File: src/rtl/ps2_move_decoder.sv
// PS/2 set-2 scan-code sequencer for the maze game: turns the controller's byte
// stream into held-key levels and one-cycle move/start/timeout events.
module ps2_move_decoder #(
    parameter int TIMEOUT_CYCLES = 2500000,
    parameter int CNT_W          = 22
) (
    input  logic       CLOCK_50,
    input  logic       resetn,
    input  logic [7:0] received_data,
    input  logic       received_data_en,
    output logic [3:0] held,
    output logic       move_pulse,
    output logic [1:0] move_dir,
    output logic       start_pulse,
    output logic       timeout_pulse,
    output logic [7:0] last_code
);

    localparam logic [CNT_W-1:0] CNT_LIMIT = CNT_W'(TIMEOUT_CYCLES - 1);

    typedef enum logic [1:0] {
        S_IDLE,
        S_EXT,
        S_BRK,
        S_EXT_BRK
    } state_t;

    state_t           state;
    state_t           state_nxt;
    logic [CNT_W-1:0] cnt;

    logic       act_make;
    logic       act_break;
    logic       act_start;
    logic       load_code;
    logic       tmo;
    logic [1:0] act_dir;
    logic [1:0] hidx;

    // {valid, dir} for WASD codes
    function automatic logic [2:0] map_plain(input logic [7:0] code);
        case (code)
            8'h1D:   return 3'b100;
            8'h1B:   return 3'b101;
            8'h1C:   return 3'b110;
            8'h23:   return 3'b111;
            default: return 3'b000;
        endcase
    endfunction

    // {valid, dir} for arrow codes (only meaningful after E0)
    function automatic logic [2:0] map_ext(input logic [7:0] code);
        case (code)
            8'h75:   return 3'b100;
            8'h72:   return 3'b101;
            8'h6B:   return 3'b110;
            8'h74:   return 3'b111;
            default: return 3'b000;
        endcase
    endfunction

    logic [2:0] plain_m;
    logic [2:0] ext_m;
    logic       is_e0;
    logic       is_f0;
    logic       is_enter;

    assign plain_m  = map_plain(received_data);
    assign ext_m    = map_ext(received_data);
    assign is_e0    = (received_data == 8'hE0);
    assign is_f0    = (received_data == 8'hF0);
    assign is_enter = (received_data == 8'h5A);
    // held is {up, down, left, right}, so direction d lives at bit 3-d
    assign hidx     = ~act_dir;

    always_ff @(posedge CLOCK_50) begin
        if (!resetn) begin
            state <= S_IDLE;
        end else begin
            state <= state_nxt;
        end
    end

    always_comb begin
        state_nxt = state;
        act_make  = 1'b0;
        act_break = 1'b0;
        act_start = 1'b0;
        load_code = 1'b0;
        act_dir   = 2'd0;
        tmo       = 1'b0;
        if (received_data_en) begin
            case (state)
                S_IDLE: begin
                    if (is_e0) begin
                        state_nxt = S_EXT;
                    end else if (is_f0) begin
                        state_nxt = S_BRK;
                    end else if (plain_m[2]) begin
                        act_make  = 1'b1;
                        load_code = 1'b1;
                        act_dir   = plain_m[1:0];
                    end else if (is_enter) begin
                        act_start = 1'b1;
                        load_code = 1'b1;
                    end
                end
                S_EXT: begin
                    if (is_f0) begin
                        state_nxt = S_EXT_BRK;
                    end else if (is_e0) begin
                        state_nxt = S_EXT;
                    end else begin
                        state_nxt = S_IDLE;
                        if (ext_m[2]) begin
                            act_make  = 1'b1;
                            load_code = 1'b1;
                            act_dir   = ext_m[1:0];
                        end
                    end
                end
                S_BRK: begin
                    if (is_f0) begin
                        state_nxt = S_BRK;
                    end else if (is_e0) begin
                        state_nxt = S_EXT;
                    end else begin
                        state_nxt = S_IDLE;
                        if (plain_m[2]) begin
                            act_break = 1'b1;
                            load_code = 1'b1;
                            act_dir   = plain_m[1:0];
                        end else if (is_enter) begin
                            load_code = 1'b1;
                        end
                    end
                end
                default: begin
                    if (is_f0) begin
                        state_nxt = S_EXT_BRK;
                    end else if (is_e0) begin
                        state_nxt = S_EXT;
                    end else begin
                        state_nxt = S_IDLE;
                        if (ext_m[2]) begin
                            act_break = 1'b1;
                            load_code = 1'b1;
                            act_dir   = ext_m[1:0];
                        end
                    end
                end
            endcase
        end else if (state != S_IDLE && cnt == CNT_LIMIT) begin
            state_nxt = S_IDLE;
            tmo       = 1'b1;
        end
    end

    // Idle timer only runs while a prefix is pending and no byte arrives
    always_ff @(posedge CLOCK_50) begin
        if (!resetn) begin
            cnt <= '0;
        end else if (received_data_en || state == S_IDLE || cnt == CNT_LIMIT) begin
            cnt <= '0;
        end else begin
            cnt <= cnt + 1'b1;
        end
    end

    always_ff @(posedge CLOCK_50) begin
        if (!resetn) begin
            held          <= 4'b0000;
            move_pulse    <= 1'b0;
            move_dir      <= 2'd0;
            start_pulse   <= 1'b0;
            timeout_pulse <= 1'b0;
            last_code     <= 8'h00;
        end else begin
            move_pulse    <= 1'b0;
            start_pulse   <= act_start;
            timeout_pulse <= tmo;
            // Typematic repeats of an already-held direction are swallowed here
            if (act_make && !held[hidx]) begin
                held[hidx] <= 1'b1;
                move_pulse <= 1'b1;
                move_dir   <= act_dir;
            end
            if (act_break) begin
                held[hidx] <= 1'b0;
            end
            if (load_code) begin
                last_code <= received_data;
            end
        end
    end

endmodule

File: config.mk
export PLATFORM = sky130hd
export DESIGN_NAME = ps2_move_decoder
export DESIGN_NICKNAME = d
export VERILOG_FILES = /design/src/rtl/ps2_move_decoder.sv
export SDC_FILE = /design/constraint.sdc
export NUM_CORES = 1
export LEC_CHECK = 0
export ABC_CLOCK_PERIOD_IN_PS = 2900
export CAP_MARGIN = 20
export CORE_UTILIZATION = 45
export DETAILED_ROUTE_END_ITERATION = 8
export GPL_ROUTABILITY_DRIVEN = 0
export PLACE_DENSITY = 0.68
export RECOVER_POWER = 100
export SLEW_MARGIN = 5
export SYNTH_ARGS = -nofsm -noshare
export SYNTH_HDL_FRONTEND = slang
export SYNTH_SLANG_ARGS = --single-unit
File: constraint.sdc
create_clock -name CLOCK_50 -period 2.9 [get_ports CLOCK_50]
set_input_delay 0.58 -clock CLOCK_50 [delete_from_list [all_inputs] [get_ports CLOCK_50]]
set_output_delay 0.58 -clock CLOCK_50 [all_outputs]
set_load 0.005 [all_outputs]
== Word-level counts from Yosys, hierarchy flattened ==
Index checks and enable logic that the tools add are counted.
Storage, ports and cells
  bits of input ports: 11
  output and inout bits: 17
  flip-flop bits (word level): 41
  word-level logic and storage cells: 96
Cells by class
  bitwise gates (word level): 7
  $add $sub $neg: 1
  order comparisons: 2
  equality and inequality tests: 15
  reductions and logical operators: 14
  mux-type cells: 49
Operators with widths (number)
  == test 8 x 7 -> 1 bit (second input constant): 5
  2-to-1 mux 2 bit: 15
  == test 8 x 5 -> 1 bit (second input constant): 3
  one-hot mux 3 bit (4 select lines): 2
  adder 22 x 1 -> 22 bit (second input constant): 1
  == test 22 bit (second input constant): 1
  2-to-1 mux 1 bit: 22
  == test 8 bit (second input constant): 2
  2-to-1 mux 4 bit: 3
  == test 8 x 6 -> 1 bit (second input constant): 1
  one-hot mux 2 bit (2 select lines): 2
  one-hot mux 1 bit (2 select lines): 3
  OR reduction 2 bit: 3
  OR reduction 6 bit: 1
  AND 4 bit: 1
  inequality test 4 bit (second input constant): 1
  inverter 4 bit: 1
  bitwise OR 4 bit: 1
  nonzero test 2 bit: 2
  logical AND 1 bit: 3
  less-than comparator 2 x 3 -> 1 bit (second input constant): 1
  inverter 1 bit: 3
  binary-select mux 1 bit (select 2 bit): 1
  demux 1 bit (select 2 bit): 1
  other kinds (8): 9

== Depth between registers and ports, before layout ==
Gate-level depths: netlist (run 1).
  word-level depth: 17
  mapped depth: 8

== Worst setup path after synthesis (run 1) ==
Ideal clock, no wire load.
  path type: input -> register
  start: in received_data[6]
  end: reg move_dir[1]
  path slack: 247 ps
  arrival: 2583 ps
  stages: 7
  required time: 2830 ps
  setup time: 70 ps
  path buffers: 1
  path through: buf_4 -> or3b_1 -> a2111oi_1 -> or2_2 -> mux2_2 -> or4_1 -> a21boi_1
Between the ends
  word-level cells in the longest chain between the ends: 12
  elaborated cells on any way between the ends: 35
RTL lines
  from (decl): line 9  | input logic [7:0] received_data,
  == test 8 x 7 -> 1 bit (tied with other cells): line 53  | case (code)
  one-hot mux 3 bit (4 select lines) (on tied branches): line 53, 42
  2-to-1 mux 2 bit (on tied branches)
  2-to-1 mux 2 bit (on tied branches): line 141, 125, 97
  2-to-1 mux 2 bit (on tied branches): line 139, 123, 95
  one-hot mux 2 bit (2 select lines): line 93  | case (state)
  2-to-1 mux 2 bit: line 92  | if (received_data_en) begin
  inverter 2 bit: line 74  | assign hidx = ~act_dir;
  binary-select mux 1 bit (select 2 bit): line 183  | if (act_make && !held[hidx]) begin
  2-to-1 mux 1 bit (implied by the code): line 183
  logical NOT 1 bit: line 183
  logical AND 1 bit: line 183
  to (signal assigned): line 186  | move_dir <= act_dir;
  to (decl): line 13  | output logic [1:0] move_dir,
Parallel ways exist; a longest one is shown, timed or not. The select of a mux whose other input is x is not followed.
A chain may end at the register's enable or synchronous reset.

== Worst setup path in the final report (run 1) ==
  start: in received_data[3]
  end: reg move_dir[1]
Same word-level chain as after synthesis.

==> results of run 1 <==
==> metal layers <==
layer / wire (microns) / up-vias / GRT usage / part of all wire
met3: 143 / 7 / 0.0407 / 0.033
met4: 53 / 0 / 0.0748 / 0.012
met2: 2100 / 27 / 0.324 / 0.48
met1: 2060 / 792 / 0.236 / 0.47
li1: - / 903 / - / -
met5: 0 / - / 0 / 0
==> synth_stat cells, drive strengths merged, types with 4 or more instances <==
library cell,number
a21boi,5
a21oi,6
and2,4
clkbuf,5
dfxtp,41
inv,6
mux2i,9
nand2,13
nand2b,6
nand3,10
nor2,26
nor2b,7
nor3,4
o211ai,4
o21ai,5
or3,5
or4,4
xnor2,6
xor2,11
==> per-stage QoR <==
step / util / TNS (ns) / worst slack (ns) / power [mW] / hold slack [ns]
floorplan: - / 0 / 0.247 / 0.606 / 0.418
CTS: 0.595 / 0 / 0.110 / 1.12 / 0.453
finish: 0.592 / 0 / 0.120 / 1.11 / 0.453
detailed placement: 0.569 / -0.321 / -0.174 / 0.644 / 0.438
global placement: 0.566 / -0.203 / -0.118 / 0.644 / 0.430
global route: 0.592 / -0.00281 / -0.00281 / 1.15 / 0.467
==> registers in the layout, indices dropped and copies added, names as in the netlist <==
name           cells
held               4
timeout_pulse      1
move_pulse         1
cnt               22
state              2
last_code          8
move_dir           2
start_pulse        1
==> worst paths after layout <==
kind	from	endpoint	slack, ns
hold reg to reg	cnt[0]$_SDFF_PP0_	cnt[0]$_SDFF_PP0_	0.45
setup reg to reg	cnt[17]$_SDFF_PP0_	cnt[2]$_SDFF_PP0_	0.30
hold / removal	cnt[0]$_SDFF_PP0_	cnt[0]$_SDFF_PP0_	0.45
setup / recovery	received_data[3]	move_dir[1]$_SDFFE_PN0N_	0.12
==> timing repair <==
action                                  4_1_cts  5_1_grt
hold buffers                                  0        0
resized for setup                             0        1
endpoints found under the setup margin        0        1
hold endpoints to repair                      0        0
==> layout make-up <==
type	count	area share
Tap cell	52	0.0252
Clock inverter	1	0.0116
Timing Repair Buffer	45	0.151
Sequential cell	41	0.318
Inverter	6	0.00873
Clock buffer	7	0.0335
Multi-Input combinational cell	173	0.451
==> report_power, final <==
group | internal [mW] | total [mW] | switching (mW)
Combinational | 0.0349 | 0.0673 | 0.0324
Sequential | 0.563 | 0.564 | 0.000497
Clock | 0.281 | 0.478 | 0.197
==> logic make-up after synthesis <==
family                     share of synthesized area
AOI/OAI and AO/OA                              0.140
adders and majority gates                    0.00612
xor gates and xnor gates                      0.0728
muxes                                         0.0606
and+or+nand+nor                                0.287
DFF                                            0.401
buffers and inverters                         0.0318
==> placed cells by master (no fill, tap or decap), drive strengths merged, types with 4 or more instances in the layout <==
cell	synthesis	layout
nand2	13	13
mux2i	9	9
nor2	26	26
inv	6	6
dlygate4sd3	0	17
clkbuf	5	11
nor2b	7	7
xnor2	6	6
xor2	11	11
a21oi	6	6
or4	4	4
o21ai	5	5
nand2b	6	6
clkdlybuf4s50	0	10
a21boi	5	5
nand3	10	10
buf	3	14
o211ai	4	4
dfxtp	41	41
nor3	4	4
and2	4	4
or3	5	5
==> metrics.md, run 1 <==
| Metric | Value |
|---|---|
| Register area | a little over 800 sq um |
| FILL cells | approximately 410 |
| Vias per cell | 5.32 |
| Post-CTS setup buffer count | 0 |
| Most common flop cell mapped by yosys | dfxtp_1 |
| Cts bufs inserted | 5 |
| Multi-input logic area | roughly 1200 sq um |
| DRT iter0 DRCs | 127 |
| Worst EP arrival | approximately 3 ns |
| P&R area growth vs syn | 26.1% |
| DIE HEIGHT | just under 70 microns |
| Area leader, netlist | dfxtp_1 |
| First-pass GRT wire length | around 7400 microns |
| Highest Clock Rate | roughly 0.36 GHz |
| Sequential fraction of the synthesis area | 0.401 |
| Final setup viols | 0 |
| IO Count | 28 |
| Worst-path clk slew | ~0.08 ns |
| Die area | around 4800 sq um |
| Design area | about 2600 sq um |
| Total gr overflow | 0 |
| CTS tree | yes |
| Die Span X | 69.4 microns |
| Synthesized instance count | 228 |
| Max cap viols | 0 |
| Slowest CP cell | clkdlybuf4s50_1 |
| Count of cell types in the netlist | 56 |
| Vias in the first global route | 1,670 |
| Period minus WS final | roughly 2.8 ns |
| Placed Area | 2480 sq um |
| Worst slew margin | 0.544 |
| Post-route ant nets | 0 |
| Kind of cell adding the most delay to the critical path | simple AND/OR/NAND/NOR gates |
| Antenna violations before repair | 0 |
| Pleak | approximately 0.94 nW |
| Count of clock tree sinks | 41 |
| Slew @ Worst Pin | 0.678 ns |
| Worst-path fanout max | 7 |
| Post-Route WL | between 4000 and 5000 microns |
| # H-tree levels | 2 |
| # rows | 24 |
| Reg2reg path depth | 6 |
| Max stage delay on crit path | about 0.52 ns |
| Kind of end point of the critical path | register |
| Non-filler cells in the finished layout | 325 |
| Synth top area share | 0.401 |
| Crit Path Class | in2reg |
| Netlist Area Pre-Place | a little over 2000 sq um |
| DRC viols | 0 |
| Final max-slew violation count | 0 |
| Flops & latches, synth | 41 |
| Initial Utilization | 0.470 |
| Asr flop ratio synth | 0 |
| Clk_skew | roughly 0.0050 ns |
| First-pass DRT Iterations | 4 |
| Total track usage | 0.191 |
| Cell chain of the critical path | clkdlybuf4s50_1 -> or3b_2 -> a211oi_1 -> or2_2 -> mux2_2 -> or4_1 -> a21boi_1 |
| Hold-critical path depth | 1 |
| Core region area | 4350 sq um |
| Fin crit share | 0.959 |
| CP Data Required Time | between 3 and 4 ns |
| EDFF count, synth | 0 |
| Yosys warnings | 0 |
| Average size of a mapped cell | roughly 9 sq um |
| Fin. Hold Viols | 0 |
| Buffers on Ports | 27 |
| Startpoint types | input port |
| Clk_lat worst skew | 0.29 ns |
| Layout cell share with drive strength beyond 1 | 0.117 |
| Antenna diodes | 0 |
| Syn Nets | 240 |
| Largest net degree at the start of global routing | 20 |
| PwrDens | 430 nW/um^2 |
| DP Cell Count | ~320 |
| HP Class | reg2reg |
| Cell depth of the worst setup path | 7 |
| Clock Root Buffer | clkbuf_8 |
| Nets | 284 |
| WL/cell | 13.4 microns |
| Synth area leaders | dfxtp_1, nor2_1, xor2_1 |
| Clk buf depth | 2 |
| Vias | about 1,700 |
| Peak supply drop | around 0.00028 V |
| CP bufs+invs | 1 |
| Status | completed |
| DP HPWL | between 3000 and 4000 microns |
No activity file was read; power rests on OpenSTA's default activity.
==> run 2: changes to the inputs <==
- CAP_MARGIN: 20 -> 10
==> metrics.md, run 2 (synthesized netlist as in run 1, its figures left out) <==
| Metric | Value |
|---|---|
| Status | completed (unchanged) |
| Worst EP arrival | 3.00 ns (was 3.01 ns) |
| DP HPWL | 3110 microns (was 3130 microns) |
| Power Total | 1.00 mW (was 1.11 mW) |
| Reg2reg setup slack | 0.64 ns (was 0.30 ns) |
| Setup TNS | 0 ns (unchanged) |
| Clk_lat worst skew | 0.29 ns (about the same) |
| HP Class | reg2reg (unchanged) |
| Pleak | 0.925 nW (was 0.940 nW) |
| Worst slack, placed | -0.165 ns (was -0.174 ns) |
| Post-CTS setup buffer count | 0 (unchanged) |
| Final max-slew violation count | 0 (unchanged) |
| # rows | 24 (unchanged) |
| Top Registers | cnt (22), last_code (8), held (4) (unchanged) |
| Final core occ | 0.583 (was 0.592) |
| Cell chain of the critical path | clkdlybuf4s50_1 -> nand2b_1 -> buf_4 -> a2111o_1 -> a221oi_2 -> nand2b_1 -> or4_1 -> a21boi_1 (was clkdlybuf4s50_1 -> or3b_2 -> a211oi_1 -> or2_2 -> mux2_2 -> or4_1 -> a21boi_1) |
| Largest net degree at the start of global routing | 23 (was 20) |
| Hold Path End | cnt[0]$_SDFF_PP0_ (unchanged) |
| Hold Slack | 0.446 ns (was 0.453 ns) |
| Reg2reg end | cnt[2]$_SDFF_PP0_ (unchanged) |
| Vias | 1,736 (was 1,729) |
| DP Cell Count | 316 (was 317) |
| Placed Area | 2460 sq um (was 2480 sq um) |
| Clk_skew | 0.00717 ns (was 0.00497 ns) |
| Hold_buf cts | 0 (unchanged) |
| Post-route ant nets | 0 (unchanged) |
| WL/cell | 13.0 microns (was 13.4 microns) |
| First-pass GRT wire length | 7090 microns (was 7360 microns) |
| IO Count | 28 (unchanged) |
| First-pass DRT Iterations | 4 (unchanged) |
| Kind of cell adding the most delay to the critical path | compound AO/OA/AOI/OAI gates (was simple AND/OR/NAND/NOR gates) |
| Slew @ Worst Pin | 0.685 ns (was 0.678 ns) |
| Worst-path fanout max | 6 (was 7) |
| Antenna diodes | 0 (unchanged) |
| Worst-path clk slew | 0.07 ns (was 0.08 ns) |
| Fin crit share | 0.955 (was 0.959) |
| Max stage delay on crit path | 0.56 ns (was 0.52 ns) |
| RSZ-0062 raised after global routing | no |
| Cts bufs inserted | 5 (unchanged) |
| Vias per cell | 5.37 (was 5.32) |
| Total track usage | 0.183 (was 0.191) |
| Hold Crit Start | cnt[0]$_SDFF_PP0_ (unchanged) |
| DRC viols | 0 (unchanged) |
| Antenna violations before repair | 0 (unchanged) |
| PwrDens | 394 nW/um^2 (was 430 nW/um^2) |
| Period minus WS final | 2.77 ns (was 2.78 ns) |
| Clock Root Buffer | clkbuf_8 (unchanged) |
| FF-to-FF Start | cnt[17]$_SDFF_PP0_ (unchanged) |
| Max cap viols | 0 (unchanged) |
| Die Span X | 69.4 microns (unchanged) |
| Non-filler cells in the finished layout | 323 (was 325) |
| Post-route setup slack | 0.129 ns (was 0.120 ns) |
| Hold-critical path depth | 1 (unchanged) |
| Slowest CP cell | clkdlybuf4s50_1 (unchanged) |
| # H-tree levels | 2 (unchanged) |
| Layout cell share with drive strength beyond 1 | 0.111 (was 0.117) |
| Peak supply drop | 0.000283 V (was 0.000278 V) |
| Nets | 283 (was 284) |
| CP Data Required Time | 3.13 ns (about the same) |
| CP bufs+invs | 2 (was 1) |
| CTS tree | yes (unchanged) |
| Die area | 4820 sq um (unchanged) |
| Fin. Hold Viols | 0 (unchanged) |
| Startpoint types | input port (unchanged) |
| Total gr overflow | 0 (unchanged) |
| Crit-path most repeated cell | nand2b_1 |
| Most frequent cells in the layout | dfxtp_1, nor2_1, dlygate4sd3_1 (unchanged) |
| CTS resizes | 0 (unchanged) |
| Crit Path Class | in2reg (unchanged) |
| Most common cell after layout, fill and taps aside | dfxtp_1 (unchanged) |
| Core region area | 4350 sq um (unchanged) |
| Buffers on Ports | 27 (unchanged) |
| Design area | 2540 sq um (was 2580 sq um) |
| Top reg by flops | cnt (unchanged) |
| Largest register FFs | 22 (unchanged) |
| Count of clock tree sinks | 41 (unchanged) |
| Clk buf depth | 2 (unchanged) |
| Final setup viols | 0 (unchanged) |
| Vias in the first global route | 1,624 (was 1,670) |
| DIE HEIGHT | 69.4 microns (unchanged) |
| Worst slew margin | 0.539 (was 0.544) |
| Highest Clock Rate | 0.361 GHz (was 0.360 GHz) |
| Kind of end point of the critical path | register (unchanged) |
| P&R area growth vs syn | 24.1% (was 26.1%) |
| Post-Route WL | 4200 microns (was 4360 microns) |
| Initial Utilization | 0.470 (unchanged) |
| Reg2reg path depth | 5 (was 6) |
| DRT iter0 DRCs | 68 (was 127) |
run 2: worst max-delay path by stage:
stage                     startpoint                       end  slack, ns  cells past startpoint
detailed placement  received_data[3]  move_dir[1]$_SDFFE_PN0N_      -0.17                      7
CTS                 received_data[3]  move_dir[1]$_SDFFE_PN0N_       0.14                      7
floorplan           received_data[6]  move_dir[1]$_SDFFE_PN0N_       0.25                      7
global placement    received_data[3]  move_dir[1]$_SDFFE_PN0N_      -0.12                      7
global route        received_data[2]  move_dir[1]$_SDFFE_PN0N_       0.03                      8
finish              received_data[2]  move_dir[1]$_SDFFE_PN0N_       0.13                      8
run 2: area by class of cell:
cell class / count / area (sq um)
clock buffer: 7 / 86.3
multi-input combinational: 173 / 1150
inverter: 6 / 22.5
tap: 52 / 65.1
timing repair buffer: 44 / 390
sequential: 41 / 821
fill: 412 / 1820
run 2: layer usage:
metal | vias to the layer above | track usage | wire, microns
met2 | 31 | 0.300 | 1980
met4 | 0 | 0.0748 | 83
met3 | 8 | 0.0523 | 152
met1 | 794 | 0.224 | 1980
met5 | - | 0 | 0
li1 | 903 | - | -
run 2: report_power, final:
| part | switching [mW] | internal [mW] |
|---|---|---|
| registers | 0.000493 | 0.564 |
| clock network | 0.180 | 0.189 |
| logic | 0.0314 | 0.0354 |
| total | 0.212 | 0.788 |
run 2: worst register-to-register path, stage by stage, from the launching register on:
cell and delay [ns]:
dfxtp_1 0.36, and2_1 0.17, or4b_2 0.61, nor3_1 0.26, or2_1 0.60, nor2_1 0.12
==> run 3: changes to the inputs <==
- ABC_CLOCK_PERIOD_IN_PS: 2900 -> 3100
- REMOVE_ABC_BUFFERS: default -> 1
- clock period: 2.9 -> 3.1 ns (I/O delays scaled with it)
==> metrics.md, run 3 (synthesized netlist as in run 1, its figures left out) <==
| Metric | Value |
|---|---|
| Status | completed (unchanged) |
| Fin crit share | 0.934 |
| RSZ-0062 raised after global routing | no (unchanged) |
| Worst-path clk slew | 0.07 ns (about the same) |
| P&R area growth vs syn | 23.1% (was 24.1%) |
| First-pass GRT wire length | 7530 microns (was 7090 microns) |
| CTS tree | yes (unchanged) |
| Slew @ Worst Pin | 0.754 ns (was 0.685 ns) |
| Setup TNS | 0 ns (unchanged) |
| Pleak | 0.913 nW (was 0.925 nW) |
| Buffers on Ports | 27 (unchanged) |
| Clk_skew | 0.00234 ns (was 0.00717 ns) |
| DIE HEIGHT | 69.4 microns (unchanged) |
| Peak supply drop | 0.000272 V (was 0.000283 V) |
| HP Class | reg2reg (unchanged) |
| Largest register FFs | 22 (unchanged) |
| Layout cell share with drive strength beyond 1 | 0.108 (was 0.111) |
| Max Used Layer | met4 (unchanged) |
| Top Registers | cnt (22), last_code (8), held (4) (unchanged) |
| WL/cell | 13.1 microns (was 13.0 microns) |
| Count of clock tree sinks | 41 (unchanged) |
| Clock Root Buffer | clkbuf_8 (unchanged) |
| Post-route ant nets | 0 (unchanged) |
| DP HPWL | 3030 microns (was 3110 microns) |
| Wl on met1 | 2050 microns (was 1980 microns) |
| Final max-slew violation count | 0 (unchanged) |
| Startpoint types | input port (unchanged) |
| Die Span X | 69.4 microns (unchanged) |
| Worst-path fanout max | 3 (was 6) |
| PwrDens | 360 nW/um^2 (was 394 nW/um^2) |
| Antenna diodes | 0 (unchanged) |
| CTS resizes | 0 (unchanged) |
| Non-filler cells in the finished layout | 321 (was 323) |
| Crit Path Class | in2reg (unchanged) |
| Routed length on met3 | 149 microns (was 152 microns) |
| Worst slew margin | 0.498 (was 0.539) |
| CP Data Required Time | 3.32 ns (was 3.13 ns) |
| # rows | 24 (unchanged) |
| Vias in the first global route | 1,717 (was 1,624) |
| Total gr overflow | 0 (unchanged) |
| DRT iter0 DRCs | 124 (was 68) |
| Period minus WS final | 2.89 ns |
| Post-CTS setup buffer count | 0 (unchanged) |
| Hold_buf cts | 0 (unchanged) |
| Antenna violations before repair | 0 (unchanged) |
| Highest Clock Rate | around 0.35 GHz |
| # H-tree levels | 2 (unchanged) |
| Vias | 1,774 (was 1,736) |
| IO Count | 28 (unchanged) |
| Clk buf depth | 2 (unchanged) |
| Core region area | 4350 sq um (unchanged) |
| DRC viols | 0 (unchanged) |
| Vias per cell | 5.53 (was 5.37) |
| DP Cell Count | 314 (was 316) |
| Kind of end point of the critical path | register (unchanged) |
| Top reg by flops | cnt (unchanged) |
| First-pass DRT Iterations | 5 (was 4) |
| Met2 routed WL | 1920 microns (was 1980 microns) |
| Initial Utilization | 0.470 (unchanged) |
| Post-route setup slack | 0.205 ns (was 0.129 ns) |
| Most frequent cells in the layout | dfxtp_1, nor2_1, dlygate4sd3_1 (unchanged) |
| Fin. Hold Viols | 0 (unchanged) |
| Worst EP arrival | 3.12 ns (was 3.00 ns) |
| Post-Route WL | 4210 microns (was 4200 microns) |
| Nets | 282 (was 283) |
| Final setup viols | 0 (unchanged) |
| Most common cell after layout, fill and taps aside | dfxtp_1 (unchanged) |
| FILL cells | 409 (was 412) |
| Die area | 4820 sq um (unchanged) |
| Largest net degree at the start of global routing | 23 (unchanged) |
| Max cap viols | 0 (unchanged) |
| Clk_lat worst skew | 0.29 ns (about the same) |
| Cts bufs inserted | 5 (unchanged) |
| Worst slack, placed | 0.0354 ns (was -0.165 ns) |
| Total track usage | 0.191 (was 0.183) |
run 3: worst max-delay path, stage by stage:
cell           delay (ns)
dlygate4sd3_1        0.57
or3b_1               0.42
a2111oi_1            0.41
or2_2                0.22
mux2_2               0.34
or4_1                0.40
a21boi_1             0.14
run 3: worst paths after layout:
kind                            from                  endpoint  slack [ns]  cells after the start
setup / recovery    received_data[0]  move_dir[1]$_SDFFE_PN0N_        0.21                      7
setup reg to reg  cnt[17]$_SDFF_PP0_        cnt[19]$_SDFF_PP0_        0.44                      6
hold reg to reg    cnt[0]$_SDFF_PP0_         cnt[0]$_SDFF_PP0_        0.45                      1
hold / removal     cnt[0]$_SDFF_PP0_         cnt[0]$_SDFF_PP0_        0.45                      1
run 3: cell type report:
| class | count | area [sq um] | share of cell area |
|---|---|---|---|
| flip-flops and latches | 41 | 821 | 0.326 |
| multi-input cells | 173 | 1150 | 0.458 |
| repair buffers | 43 | 383 | 0.152 |
| well taps | 52 | 65.1 | 0.0258 |
| clock buffers | 5 | 68.8 | 0.0273 |
| clock inverters | 1 | 5.00 | 0.00199 |
| inverters | 6 | 22.5 | 0.00895 |
run 3: power by group:
group	internal, mW	leakage [nW]	total, mW	switching (mW)
registers	0.527	0.330	0.528	0.000440
logic	0.0317	0.543	0.0606	0.0289
clock network	0.148	0.0399	0.317	0.169
run 3: layer usage:
layer	vias up	global-route usage
li1	901	-
met1	831	0.239
met2	32	0.316
met3	10	0.0436
met4	0	0.0816
met5	-	0
run 3: through the flow:
stage	cell area [sq um]	power, mW	hold WS (ns)	util
3_3_place_gp	2450	0.600	0.430	0.563
2_1_floorplan	2000	0.561	0.418	-
5_1_grt	2520	0.942	0.464	0.578
3_5_place_dp	2450	0.600	0.437	0.563
4_1_cts	2520	0.923	0.452	0.580
6_report	2520	0.905	0.450	0.578
